==> config.mk <==
export PLATFORM = sky130hd
export DESIGN_NAME = ball_mover_flat
export DESIGN_NICKNAME = d
export VERILOG_FILES = /design/src/rtl/ball_mover_pkg.sv /design/src/rtl/ball_mover_if.sv /design/src/rtl/ball_mover_axis_step.sv /design/src/rtl/ball_mover.sv /design/src/flat_wrapper.sv
export SDC_FILE = /design/constraint.sdc
export NUM_CORES = 1
export LEC_CHECK = 0
export BUFFER_PORTS_ARGS = -buffer_cell sky130_fd_sc_hd__buf_2
export CAP_MARGIN = 0
export CORE_ASPECT_RATIO = 1.25
export CORE_UTILIZATION = 55
export DETAILED_ROUTE_END_ITERATION = 6
export PLACE_DENSITY = 0.82
export SETUP_SLACK_MARGIN = 0.5
export SLEW_MARGIN = 20
export SYNTH_ARGS = -nofsm -noshare
export SYNTH_HDL_FRONTEND = slang
export SYNTH_SLANG_ARGS = --single-unit
==> constraint.sdc <==
create_clock -name clk -period 3.42 [get_ports clk]
set_clock_uncertainty 0.2 [all_clocks]
set_input_delay 0.171 -clock clk [delete_from_list [all_inputs] [get_ports clk]]
set_output_delay 0.171 -clock clk [all_outputs]
set_load 0.005 [all_outputs]
==> src/rtl/ball_mover_pkg.sv <==
`default_nettype none
// ============================================================================
// ball_mover_pkg : shared state encodings and default coordinate width
// Revision 1.0
// ============================================================================
package ball_mover_pkg;

  localparam int W_DEFAULT = 10;

  localparam int STATE_W = 3;
  typedef logic [STATE_W-1:0] state_t;

  localparam state_t S_IDLE  = 3'd0;
  localparam state_t S_WAIT  = 3'd1;
  localparam state_t S_ERASE = 3'd2;
  localparam state_t S_STEP  = 3'd3;
  localparam state_t S_DRAW  = 3'd4;

endpackage
`default_nettype wire

==> src/rtl/ball_mover_if.sv <==
`default_nettype none
// ============================================================================
// ball_mover_if : req/done handshake between ball_mover and the pixel drawer
// Revision 1.0
// ============================================================================
interface ball_mover_if #(
  parameter int W = 10
);
  logic [W-1:0] x;
  logic [W-1:0] y;
  logic         draw_req;
  logic         erase;
  logic         draw_done;

  modport master (output x, y, draw_req, erase, input draw_done);
  modport slave  (input x, y, draw_req, erase, output draw_done);
endinterface
`default_nettype wire

==> src/rtl/ball_mover_axis_step.sv <==
`default_nettype none
// ============================================================================
// ball_axis_step : one-axis move with clamping to 0..(max-size), no wrap
// Revision 1.0
// ============================================================================
module ball_axis_step
  import ball_mover_pkg::*;
#(
  parameter int W    = W_DEFAULT,
  parameter int STEP = 1
) (
  input  logic [W-1:0] p,
  input  logic         du,
  input  logic [W-1:0] max_sz,
  input  logic [W-1:0] size,
  output logic [W-1:0] n
);

  localparam logic [W:0] STEP_V = (W+1)'(STEP);

  logic [W:0] lim;
  logic [W:0] p_ext;
  logic [W:0] sum;
  logic [W:0] diff;
  logic [W:0] res;

  always_comb begin
    lim   = {1'b0, max_sz} - {1'b0, size};
    p_ext = {1'b0, p};
    sum   = p_ext + STEP_V;
    diff  = p_ext - STEP_V;
    if (du) begin
      res = (sum > lim) ? lim : sum;
    end else begin
      res = (p_ext < STEP_V) ? '0 : diff;
      // a shrunk playfield can leave p beyond lim even when moving down
      if (res > lim) begin
        res = lim;
      end
    end
    n = res[W] ? {W{1'b1}} : res[W-1:0];
  end

endmodule
`default_nettype wire

==> src/rtl/ball_mover.sv <==
`default_nettype none
// ============================================================================
// ball_mover : owns ball x/y, steps once per tick, sequences erase/draw requests
// Revision 1.0
// ============================================================================
module ball_mover
  import ball_mover_pkg::*;
#(
  parameter int W       = W_DEFAULT,
  parameter int STEP    = 1,
  parameter int X_START = 80,
  parameter int Y_START = 60
) (
  input  logic         clk,
  input  logic         resetn,
  input  logic         launch,
  input  logic         tick,
  input  logic         x_du,
  input  logic         y_du,
  input  logic [W-1:0] x_max,
  input  logic [W-1:0] y_max,
  input  logic [W-1:0] size,
  ball_mover_if.master drw,
  output logic         busy,
  output logic         overrun
);

  state_t       state;
  state_t       next_state;
  logic [W-1:0] x_q, x_d;
  logic [W-1:0] y_q, y_d;
  logic [W-1:0] nx, ny;
  logic         req_q, req_d;
  logic         erase_q, erase_d;
  logic         busy_d;
  logic         pending, pend_d;
  logic         ovr_d;
  logic         done_ok;
  logic         in_busy;

  ball_axis_step #(.W(W), .STEP(STEP)) u_step_x (
    .p      (x_q),
    .du     (x_du),
    .max_sz (x_max),
    .size   (size),
    .n      (nx)
  );

  ball_axis_step #(.W(W), .STEP(STEP)) u_step_y (
    .p      (y_q),
    .du     (y_du),
    .max_sz (y_max),
    .size   (size),
    .n      (ny)
  );

  // draw_done only counts while a request is actually outstanding
  assign done_ok = drw.draw_done && req_q;
  assign in_busy = (state == S_ERASE) || (state == S_STEP) || (state == S_DRAW);

  always_ff @(posedge clk or negedge resetn) begin
    if (!resetn) begin
      state   <= S_IDLE;
      x_q     <= W'(X_START);
      y_q     <= W'(Y_START);
      req_q   <= 1'b0;
      erase_q <= 1'b0;
      busy    <= 1'b0;
      pending <= 1'b0;
      overrun <= 1'b0;
    end else begin
      state   <= next_state;
      x_q     <= x_d;
      y_q     <= y_d;
      req_q   <= req_d;
      erase_q <= erase_d;
      busy    <= busy_d;
      pending <= pend_d;
      overrun <= ovr_d;
    end
  end

  always_comb begin
    next_state = state;
    case (state)
      S_IDLE:  if (launch)            next_state = S_DRAW;
      S_WAIT:  if (tick || pending)   next_state = S_ERASE;
      S_ERASE: if (done_ok)           next_state = S_STEP;
      S_STEP:                         next_state = S_DRAW;
      S_DRAW:  if (done_ok)           next_state = S_WAIT;
      default:                        next_state = S_IDLE;
    endcase
  end

  // registered outputs are computed from next_state so req rises on state entry
  always_comb begin
    x_d    = x_q;
    y_d    = y_q;
    pend_d = pending;
    ovr_d  = overrun;
    if (state == S_IDLE && launch) begin
      x_d = W'(X_START);
      y_d = W'(Y_START);
    end
    if (state == S_STEP) begin
      x_d = nx;
      y_d = ny;
    end
    if (state == S_WAIT && next_state == S_ERASE) begin
      pend_d = 1'b0;
    end
    if (tick && in_busy) begin
      if (pending) begin
        ovr_d = 1'b1;
      end else begin
        pend_d = 1'b1;
      end
    end
    req_d   = (next_state == S_ERASE) || (next_state == S_DRAW);
    erase_d = (next_state == S_ERASE);
    busy_d  = req_d || (next_state == S_STEP);
  end

  assign drw.x        = x_q;
  assign drw.y        = y_q;
  assign drw.draw_req = req_q;
  assign drw.erase    = erase_q;

endmodule
`default_nettype wire

==> src/flat_wrapper.sv <==
// flat-port wrapper written by rule: the top's interface ports become plain ports
module ball_mover_flat import ball_mover_pkg::*;
#(
  parameter int W       = W_DEFAULT,
  parameter int STEP    = 1,
  parameter int X_START = 80,
  parameter int Y_START = 60
)
  (clk, resetn, launch, tick, x_du, y_du, x_max, y_max, size, busy, overrun, drw_x, drw_y, drw_draw_req, drw_erase, drw_draw_done);
  ball_mover_if #(.W(W)) drw_i ();
  input  logic clk;
  input  logic resetn;
  input  logic launch;
  input  logic tick;
  input  logic x_du;
  input  logic y_du;
  input  logic [W-1:0] x_max;
  input  logic [W-1:0] y_max;
  input  logic [W-1:0] size;
  output logic busy;
  output logic overrun;
  output wire logic [$bits(drw_i.x)-1:0] drw_x;
  output wire logic [$bits(drw_i.y)-1:0] drw_y;
  output wire logic [$bits(drw_i.draw_req)-1:0] drw_draw_req;
  output wire logic [$bits(drw_i.erase)-1:0] drw_erase;
  input wire logic [$bits(drw_i.draw_done)-1:0] drw_draw_done;
  assign drw_x = drw_i.x;
  assign drw_y = drw_i.y;
  assign drw_draw_req = drw_i.draw_req;
  assign drw_erase = drw_i.erase;
  assign drw_i.draw_done = drw_draw_done;
  ball_mover #(.W(W), .STEP(STEP), .X_START(X_START), .Y_START(Y_START)) u_core (.clk(clk), .resetn(resetn), .launch(launch), .tick(tick), .x_du(x_du), .y_du(y_du), .x_max(x_max), .y_max(y_max), .size(size), .drw(drw_i), .busy(busy), .overrun(overrun));
endmodule
==> results of run 1 <==
[layer usage]
| layer | GRT overflow | GRT usage |
|---|---|---|
| met5 | 0 | 0.0909 |
| met4 | 24 | 0.811 |
| met3 | 1 | 0.520 |
| met2 | 29 | 0.961 |
| met1 | 0 | 0.717 |
[cell families after synthesis]
| logic type | Yosys count | synth area share |
|---|---|---|
| AOI/OAI and AO/OA | 197 | 0.294 |
| xor gates and xnor gates | 38 | 0.0702 |
| adders and majority gates | 66 | 0.177 |
| buffers and inverters | 60 | 0.0523 |
| DFF | 28 | 0.149 |
| muxes | 7 | 0.0158 |
| and+or+nand+nor | 234 | 0.242 |
[what timing repair did]
item / CTS
pin swaps: 42
gates resized for setup: 72
hold buffers: 2
buffers inserted: 28
endpoints found under the setup margin: 20
hold endpoints to repair: 23
gates cloned: 1
[metrics by stage]
step	TNS (ns)	cell area (sq um)	hold WS (ns)	util	setup WS (ns)
after floorplan	-1.22	4950	-0.325	-	-0.292
after global placement	-7.28	6480	0.0274	0.782	-0.464
after detailed placement	-10.25	6480	0.0260	0.782	-0.636
after CTS	-2.20	7070	0.0286	0.853	-0.235
==> results.toml, run 1 <==
[sta]
worst-ep-kind = "register input"
repair-timing-grt-worst-ep = "u_core.drw.x[1]$_DFFE_PN0P_/D"

[grt]
grt_max_degree = 29
grt_overflow_total = 54
grt_usage = 0.741

[synthesis]
synth_fp_nets = 731
synth_edf_count = 0
avgSynthCellArea_sq_um = 7.53
synth_most_common_cell = "nor2_1"
ys_seq_elements = 28
synth-seq-area-share = 0.149
synth_common_cells = "nor2_1 (69), ha_1 (62), nand2_1 (56), a21oi_1 (37), inv_1 (34)"
yosys-top-cells-area = "ha_1 (16%), dfrtp_1 (12%), nor2_1 (5.5%)"
yosys.area.top_type_share = 0.164
syn-cell-area_sq_um = 4740
yosysUniqueCellTypes = 80
synthCells = 630
synth-main-ff-cell = "dfrtp_1"
yosysTopAreaCell = "ha_1"
synth_async_sr_flop_share = 1.00
ys_warn_count = 0

[status]
outcome = "aborted with a tool error"
error_line = "[ERROR GRT-0232] Routing congestion too high. Check the congestion heatmap in the GUI."
haltStage = "global routing"

[clocking]
numCtsBuffers = 3
cts_max_path_buffers = 2
cts_root_buffer = "clkbuf_8"
clock-sinks = 28
cts.htree.levels = 1

[placed_design]
dp.cells = 924
portBuffers = 60
gp_congestion = 0.920
hpwl_microns = 14200

[floorplan]
die_y_microns = 106
fp.dieW_microns = 85.0
initial_utilization = 0.572
io_pins = 61
rows = 37
==> run 2: changes to the inputs <==
Settings changed: CORE_ASPECT_RATIO 1.25 to not set, CORE_UTILIZATION 55 to 40, PLACE_DENSITY 0.82 to not set, PLACE_DENSITY_LB_ADDON set to 0.15, SETUP_SLACK_MARGIN 0.5 to not set.
Clock period 3.42 ns to 4.4 ns, I/O delays scaled along.
==> run 2 against run 1 <==
Area after synthesis unchanged. The run now ends clean. Synthesized cell count unchanged.
==> results.toml, run 2 <==
[status]
outcome = "completed"

[sta]
worst_pin_slew_ns = 0.760
finalHoldViolCount = 0
rsz0062_at_grt = "no"
fmax_ghz = 0.243
finalCritPeriodShare = 0.934
drv_slew = 0
layout_min_cycle_time_ns = 4.11
totalNegativeSetupSlack_ns = 0
setup_viol = 0
holdWs_ns = 0.0458
max_slew_margin = 0.493

[synthesis]
synth_async_sr_flop_share = 1.00
yosys.area.top_type_share = 0.164
synth_common_cells = "nor2_1 (69), ha_1 (62), nand2_1 (56), a21oi_1 (37), inv_1 (34)"
syn-cell-area_sq_um = 4740
yosysUniqueCellTypes = 80
synthCells = 630
synth_fp_nets = 731
synth_most_common_cell = "nor2_1"
ys_warn_count = 0
ys_seq_elements = 28
synth_edf_count = 0
avgSynthCellArea_sq_um = 7.53
yosys-top-cells-area = "ha_1 (16%), dfrtp_1 (12%), nor2_1 (5.5%)"
yosysTopAreaCell = "ha_1"
synth-main-ff-cell = "dfrtp_1"
synth-seq-area-share = 0.149

[finish]
diodes = 0
multi_input_area_sq_um = 3780
drive_gt1_frac = 0.154
final_common_cell = "nor2_1"
seq_area_sq_um = 708
nets = 784
fill_cells = 1183
mostFrequentLayoutCells = "nor2_1 (69), ha_1 (62), buf_2 (60), nand2_1 (56), a21oi_1 (37)"
syn_to_final_growth_pct = 12.0
final_area_sq_um = 5310

[power]
powerDensity_nw_per_um2 = 384
irDropWorstVdd_v = 0.000204
finalPower_uw = 2040
p_leak_uw = 0.00250

[placed_design]
portBuffers = 60
gp_congestion = 0.952
hpwl_microns = 11900
dpl_cell_area_sq_um = 5190

[critical_path]
worstRegToRegCells = 12
required_ns = 4.39
r2r-start = "u_core.drw.x[0]"
critical_path_class = "in2reg"
r2r-end = "u_core.drw.x[4]"
regToRegSetupSlack_ns = 0.35
crit_path_max_fanout = 9
start_kind = "input pin"
cp_data_arrival_time_ns = 4.10
cp-end-kind = "flip-flop"

[clocking]
numCtsBuffers = 3
cts.htree.levels = 1
clk_pin_slew_ns = 0.07
post_cts_buffers = 0
cts_root_buffer = "clkbuf_16"
worstSkewPairLatency_ns = 0.27
cts_tree = "built"
cts_max_path_buffers = 2
clock-sinks = 28

[min_path]
hold_start = "tick"
hold_path_depth = 2
hold_class = "in2reg"
min_to = "u_core.overrun"

[route]
drtIter0Drc = 337
drt_wl_total_microns = 14600
wl_per_cell_microns = 17.7
first_pass_iters = 5
detail-route-antenna-nets = 0
via_count = 5036
route.detailed.drc = 0
drt-vias-per-instance = 6.10

[floorplan]
dieArea_sq_um = 12300
fp.coreArea_sq_um = 11500
fp.dieW_microns = 111
initial_utilization = 0.413
io_pins = 61
die_y_microns = 111
rows = 39

[grt]
grt_pass1_vias = 4720
grt_pass1_wl_microns = 23600
grt_overflow_total = 0
antenna_found_initial = 0
grt_max_degree = 29
grt_usage = 0.233

[flow_run]
cap_violations = 0
==> run 2: cell counts after synthesis <==
No cell type changed its count.
==> run 2: logic make-up (layout without fill, tap and decap cells) <==
logic type,after synthesis,count (layout),synth area share
buffers and inverters,60,112,0.0523
and+or+nand+nor,234,234,0.242
xor gates and xnor gates,38,38,0.0702
DFF,28,28,0.149
muxes,7,7,0.0158
adders and majority gates,66,66,0.177
AOI/OAI and AO/OA,197,197,0.294
==> run 2: where the power goes <==
part	total [uW]	switching (uW)	internal, uW
Sequential	454	132	322
Combinational	1310	765	548
Clock	273	92.2	181
==> run 2: worst max-delay path, cell delays in order <==
cell and delay, ns:
buf_2 0.13, ha_1 0.21, fa_1 0.41, nor2b_1 0.18
o21a_1 0.15, nor2_1 0.05, xnor2_1 0.30, inv_1 0.11
ha_1 0.23, o41ai_1 0.61, nor3_1 0.13, a22o_1 0.33
nor2_2 0.37, mux2i_1 0.13, a221o_1 0.34, a31oi_1 0.18
==> run 2: cell type report <==
cell class	instances	area share
well taps	143	0.0337
inverters	35	0.0247
clock buffers	3	0.0141
multi-input cells	542	0.713
clock inverters	1	0.00566
flip-flops and latches	28	0.133
repair buffers	73	0.0754
==> run 2: worst max-delay path by stage <==
stage               startpoint              end
CTS                    size[0]  u_core.drw.x[4]
detailed placement     size[0]  u_core.drw.x[4]
global placement       size[0]  u_core.drw.x[9]
finish                 size[0]  u_core.drw.x[4]
global route           size[0]  u_core.drw.x[4]
floorplan              size[2]  u_core.drw.y[0]
==> run 2: what timing repair did <==
action / in CTS / in global routing
hold buffers: 1 / 0
endpoints found under the setup margin: 0 / 1
hold endpoints to repair: 22 / 0
gates resized for setup: 0 / 1
==> run 2: per-stage QoR <==
stage | cells | utilization | worst slack, ns
floorplan | 630 | - | 0.331
global placement | 820 | 0.453 | 0.178
detailed placement | 820 | 0.453 | 0.0811
CTS | 825 | 0.463 | 0.340
global route | 825 | 0.463 | 0.0343
finish | 825 | 0.463 | 0.289
==> run 2: routing by layer <==
layer  GRT usage  up-vias  part of all wire
met5           0        -                 0
met4      0.0418        0             0.013
met3      0.0246       19             0.069
met2       0.386      215              0.45
met1       0.329     2347              0.47
li1            -     2455                 -
Note: power is estimated with default switching activity, not from simulation.
==> run 3: changes to the inputs <==
Settings changed: RECOVER_POWER set to 25.
==> run 3 against run 2 <==
The flow now finishes with violations (capacitance limit, slew limit). Clock-buffer cell count is the same. Via count is the same. Critical path depth is the same. Register-to-register slack is essentially flat. Sequential power is essentially flat. Power is essentially flat. Clock power is essentially flat. Sequential share of layout area is essentially flat. Worst setup slack is the same. Cell count is the same. Hold slack is the same. Wire length is the same. Critical endpoint unchanged. Largest power group unchanged. Highest routed layer unchanged.
==> results.toml, run 3 (same netlist as run 2, synthesis figures left out) <==
[grt]
antenna_found_initial = 0
grt_overflow_total = 0
grt_usage = 0.233
grt_pass1_wl_microns = 23600
grt_max_degree = 29
grt_pass1_vias = 4720

[critical_path]
cp-startpoint = "size[0]"
path_delay_family = "compound AO/OA/AOI/OAI gates"
crit_top_cell = "ha_1"
r2r-end = "u_core.drw.x[4]"
start_kind = "input pin"
regToRegSetupSlack_ns = 0.35
cp_data_arrival_time_ns = 4.10
critPathBufInv = 2
critical_path_class = "in2reg"
crit_chain = "buf_2, ha_1, fa_1, nor2b_1, o21a_1, nor2_1, xnor2_1, inv_1, ha_1, o41ai_1, nor3_1, a22o_1, nor2_2, mux2i_1, a221o_1, a31oi_1"
required_ns = 4.39
r2r-start = "u_core.drw.x[0]"
worstRegToRegCells = 12
crit_path_max_fanout = 9
slowest_stage = "o41ai_1"
cp-end-kind = "flip-flop"
slowest_delay_ns = 0.61

[clocking]
clock-sinks = 28
cts.htree.levels = 1
cts_tree = "built"
worstSkewPairLatency_ns = 0.27
cts_max_path_buffers = 2
numCtsBuffers = 3
cts_root_buffer = "clkbuf_16"
clk_pin_slew_ns = 0.07

[sta]
max_slew_margin = -0.0586
rsz0062_at_grt = "no"
totalNegativeSetupSlack_ns = 0
setup_viol = 0
fmax_ghz = 0.243
drv_slew = 29
layout_min_cycle_time_ns = 4.11
worst_pin_slew_ns = 1.59
finalCritPeriodShare = 0.934
finalHoldViolCount = 0

[power]
irDropWorstVdd_v = 0.000200
p_leak_uw = 0.00250
finalPower_uw = 2040
powerDensity_nw_per_um2 = 384

[floorplan]
rows = 39
fp.dieW_microns = 111
die_y_microns = 111
io_pins = 61
initial_utilization = 0.413
fp.coreArea_sq_um = 11500
dieArea_sq_um = 12300

[route]
first_pass_iters = 5
route.detailed.drc = 0
via_count = 5036
drt_wl_total_microns = 14600
drtIter0Drc = 337
detail-route-antenna-nets = 0
wl_per_cell_microns = 17.7
drt-vias-per-instance = 6.10

[min_path]
hold_class = "in2reg"
min_to = "u_core.overrun"
hold_path_depth = 2
hold_start = "tick"

[finish]
final_area_sq_um = 5310
diodes = 0
syn_to_final_growth_pct = 11.9
drive_gt1_frac = 0.151
final_common_cell = "nor2_1"
mostFrequentLayoutCells = "nor2_1 (69), ha_1 (62), buf_2 (58), nand2_1 (56), a21oi_1 (37)"
nets = 784

[placed_design]
hpwl_microns = 11900
dpl_cell_area_sq_um = 5190
portBuffers = 60
gp_congestion = 0.952

[status]
violations = "capacitance limit, slew limit"
outcome = "complete, but fails checks"

[flow_run]
cap_violations = 1
==> run 3: layer usage <==
metal  up-vias  global-route usage  part of all wire
met4         0              0.0418             0.013
met1      2344               0.329              0.47
met5         -                   0                 0
li1       2455                   -                 -
met3        19              0.0246             0.069
met2       218               0.386              0.45
==> run 3: worst register-to-register path: stages, from the launching register on <==
cell,delay (ns)
dfrtp_1,0.59
ha_1,0.30
xor2_1,0.35
ha_1,0.32
o21ai_0,0.17
a21oi_1,0.06
o41ai_1,0.50
nor3_1,0.13
a22o_1,0.33
nor2_2,0.38
mux2i_1,0.13
a221o_1,0.34
a31oi_1,0.18
==> run 3: worst max path at each step <==
stage                                 end  slack [ns]  depth (start not counted)
after floorplan           u_core.drw.y[0]        0.33                         17
after global placement    u_core.drw.x[9]        0.18                         17
after CTS                 u_core.drw.x[4]        0.34                         16
final                     u_core.drw.x[4]        0.29                         16
after detailed placement  u_core.drw.x[4]        0.08                         16
after global routing      u_core.drw.x[4]        0.03                         16
==> run 3: power breakdown <==
group | internal (uW) | switching [uW]
combinational | 546 | 766
clock | 181 | 92.2
sequential | 322 | 132
==> run 3: final cells by class <==
cell class	count	area, sq um
clock buffer	3	75.1
timing repair buffer	73	398
inverter	35	131
fill	1184	6160
clock inverter	1	30.0
sequential	28	708
tap	143	179
multi-input combinational	542	3780
==> run 3: repair_timing <==
action                                  4_1_cts  5_1_grt
endpoints found under the hold margin        22        0
hold buffers                                  1        0
endpoints found under the setup margin        0        1
buffers inserted                              0        0
gates resized for setup                       0        1
==> run 3: metrics by stage <==
step / hold slack, ns / util / cells / setup WS (ns)
floorplan: -0.276 / - / 630 / 0.331
global placement: 0.0879 / 0.453 / 820 / 0.178
detailed placement: 0.0910 / 0.453 / 820 / 0.0811
CTS: 0.0449 / 0.463 / 825 / 0.340
global route: 0.0499 / 0.463 / 825 / 0.0343
finish: 0.0458 / 0.463 / 825 / 0.289
==> run 4: changes to the inputs <==
--- a/config.mk
+++ b/config.mk
@@ -9,3 +9,3 @@
 export CAP_MARGIN = 0
-export CORE_UTILIZATION = 40
+export CORE_UTILIZATION = 45
 export DETAILED_ROUTE_END_ITERATION = 6
==> constraint.sdc (replaced) <==
create_clock -name clk -period 4.4 [get_ports clk]
set_clock_uncertainty 0.2 [all_clocks]
set_input_delay 0.66 -clock clk [delete_from_list [all_inputs] [get_ports clk]]
set_output_delay 0.66 -clock clk [all_outputs]
set_load 0.005 [all_outputs]
==> run 4 against run 3 <==
The flow now finishes without violations. Register-to-register slack worse by 0.02 ns. Sequential share of layout area down 1.2 points. Largest power group unchanged. Highest routed layer unchanged. Core utilization up 11 points. Sequential power down 2%. Critical path depth up 3. Hold slack better by 0.23 ns.
==> results.toml, run 4 (same netlist as run 2, synthesis figures left out) <==
[clocking]
cts_max_path_buffers = 2
cts.htree.levels = 1
worstSkewPairLatency_ns = 0.28
holdBufCountCts = 0
clk_pin_slew_ns = 0.10
cts_root_buffer = "clkbuf_8"
cts_tree = "built"
numCtsBuffers = 3
clock-sinks = 28

[placed_design]
portBuffers = 60
hpwl_microns = 12400
place_ws_ns = -0.221
gp_congestion = 0.901
dpl_cell_area_sq_um = 5630

[flow_run]
cap_violations = 0

[power]
irDropWorstVdd_v = 0.000198
p_leak_uw = 0.00282
finalPower_uw = 2100
powerDensity_nw_per_um2 = 359

[critical_path]
cp-end-kind = "flip-flop"
r2r-end = "u_core.drw.x[3]"
crit_path_max_fanout = 4
cp-startpoint = "size[2]"
cp_data_arrival_time_ns = 4.20
start_kind = "input pin"
regToRegSetupSlack_ns = 0.33
worstRegToRegCells = 14
crit_end = "u_core.drw.x[0]"
r2r-start = "u_core.drw.x[3]"
critical_path_class = "in2reg"
required_ns = 4.36

[sta]
finalHoldViolCount = 0
fin_ws_ns = 0.154
rsz0062_at_grt = "yes"
worst_pin_slew_ns = 1.46
max_slew_margin = 0.0260
layout_min_cycle_time_ns = 4.25
fmax_ghz = 0.236
drv_slew = 0
finalCritPeriodShare = 0.965
setup_viol = 0

[grt]
grt_max_degree = 29
antenna_found_initial = 0
grt_pass1_vias = 4969
grt_usage = 0.268
grt_pass1_wl_microns = 24000
grt_overflow_total = 0

[route]
detail-route-antenna-nets = 0
via_count = 5226
drtIter0Drc = 399
drt_wl_total_microns = 14900
drt-vias-per-instance = 5.92
first_pass_iters = 5
route.detailed.drc = 0
wl_per_cell_microns = 16.8

[finish]
final_common_cell = "buf_4"
syn_to_final_growth_pct = 23.4
diodes = 0
nets = 849
final_area_sq_um = 5850
mostFrequentLayoutCells = "buf_4 (77), nor2_1 (68), ha_1 (60), buf_2 (59), nand2_1 (56)"
drive_gt1_frac = 0.246

[floorplan]
rows = 37
die_y_microns = 105
initial_utilization = 0.461
fp.dieW_microns = 105
dieArea_sq_um = 10900
fp.coreArea_sq_um = 10300
io_pins = 61

[min_path]
hold_class = "reg2reg"

[status]
outcome = "completed"
[run 4: report_power, final]
group	total (uW)	switching (uW)	internal, uW	leakage [uW]
clock	203	81.4	122	0.0000357
sequential	447	125	322	0.000351
combinational	1450	805	647	0.00243
[run 4: worst min-delay path by stage]
| stage | depth (start not counted) | endpoint | slack [ns] | start |
|---|---|---|---|---|
| after global placement | 1 | u_core.overrun | 0.25 | u_core.overrun |
| after global routing | 1 | u_core.overrun | 0.30 | u_core.overrun |
| after detailed placement | 1 | u_core.overrun | 0.26 | u_core.overrun |
| after floorplan | 0 | u_core.busy | 0.16 | resetn |
| after CTS | 1 | u_core.drw.y[0] | 0.21 | resetn |
| final | 1 | u_core.overrun | 0.28 | u_core.overrun |
[run 4: routing by layer]
layer / track usage / vias up / wire length (microns)
met5: 0 / - / 0
met4: 0.0614 / 0 / 195
met3: 0.0212 / 20 / 877
met2: 0.452 / 183 / 6840
met1: 0.371 / 2441 / 6940
li1: - / 2582 / -
[run 4: final cells by class]
class / instances / area, sq um
Clock buffer: 3 / 41.3
Tap cell: 136 / 170
Timing Repair Buffer: 138 / 897
Fill cell: 1009 / 4430
Sequential cell: 28 / 708
Inverter: 35 / 131
Multi-Input combinational cell: 542 / 3870
Clock inverter: 1 / 30.0
[run 4: worst max-delay path, stage by stage]
cell and delay (ns):
buf_2 0.09, inv_1 0.10, ha_1 0.27, nor2b_1 0.16
o311a_1 0.33, o31ai_2 0.18, nand2b_1 0.11, buf_4 0.15
xnor2_2 0.14, ha_1 0.33, a21o_1 0.16, a21o_1 0.16
a21oi_1 0.21, o31ai_1 0.10, nor2_1 0.22, o211ai_1 0.23
buf_4 0.19, a211oi_1 0.29, o21ai_1 0.10
[run 4: stage by stage]
step	utilization	std cells	hold WS, ns	TNS [ns]
6_report	0.569	883	0.276	0
2_1_floorplan	-	630	0.164	0
4_1_cts	0.555	875	0.210	0
3_3_place_gp	0.548	871	0.252	-0.340
3_5_place_dp	0.548	871	0.259	-1.76
5_1_grt	0.569	883	0.301	-0.319
[run 4: repair_timing]
action,in CTS,in global routing
endpoints found under the setup margin,0,18
endpoints found under the hold margin,0,0
gates resized for setup,0,22
setup buffers,0,8
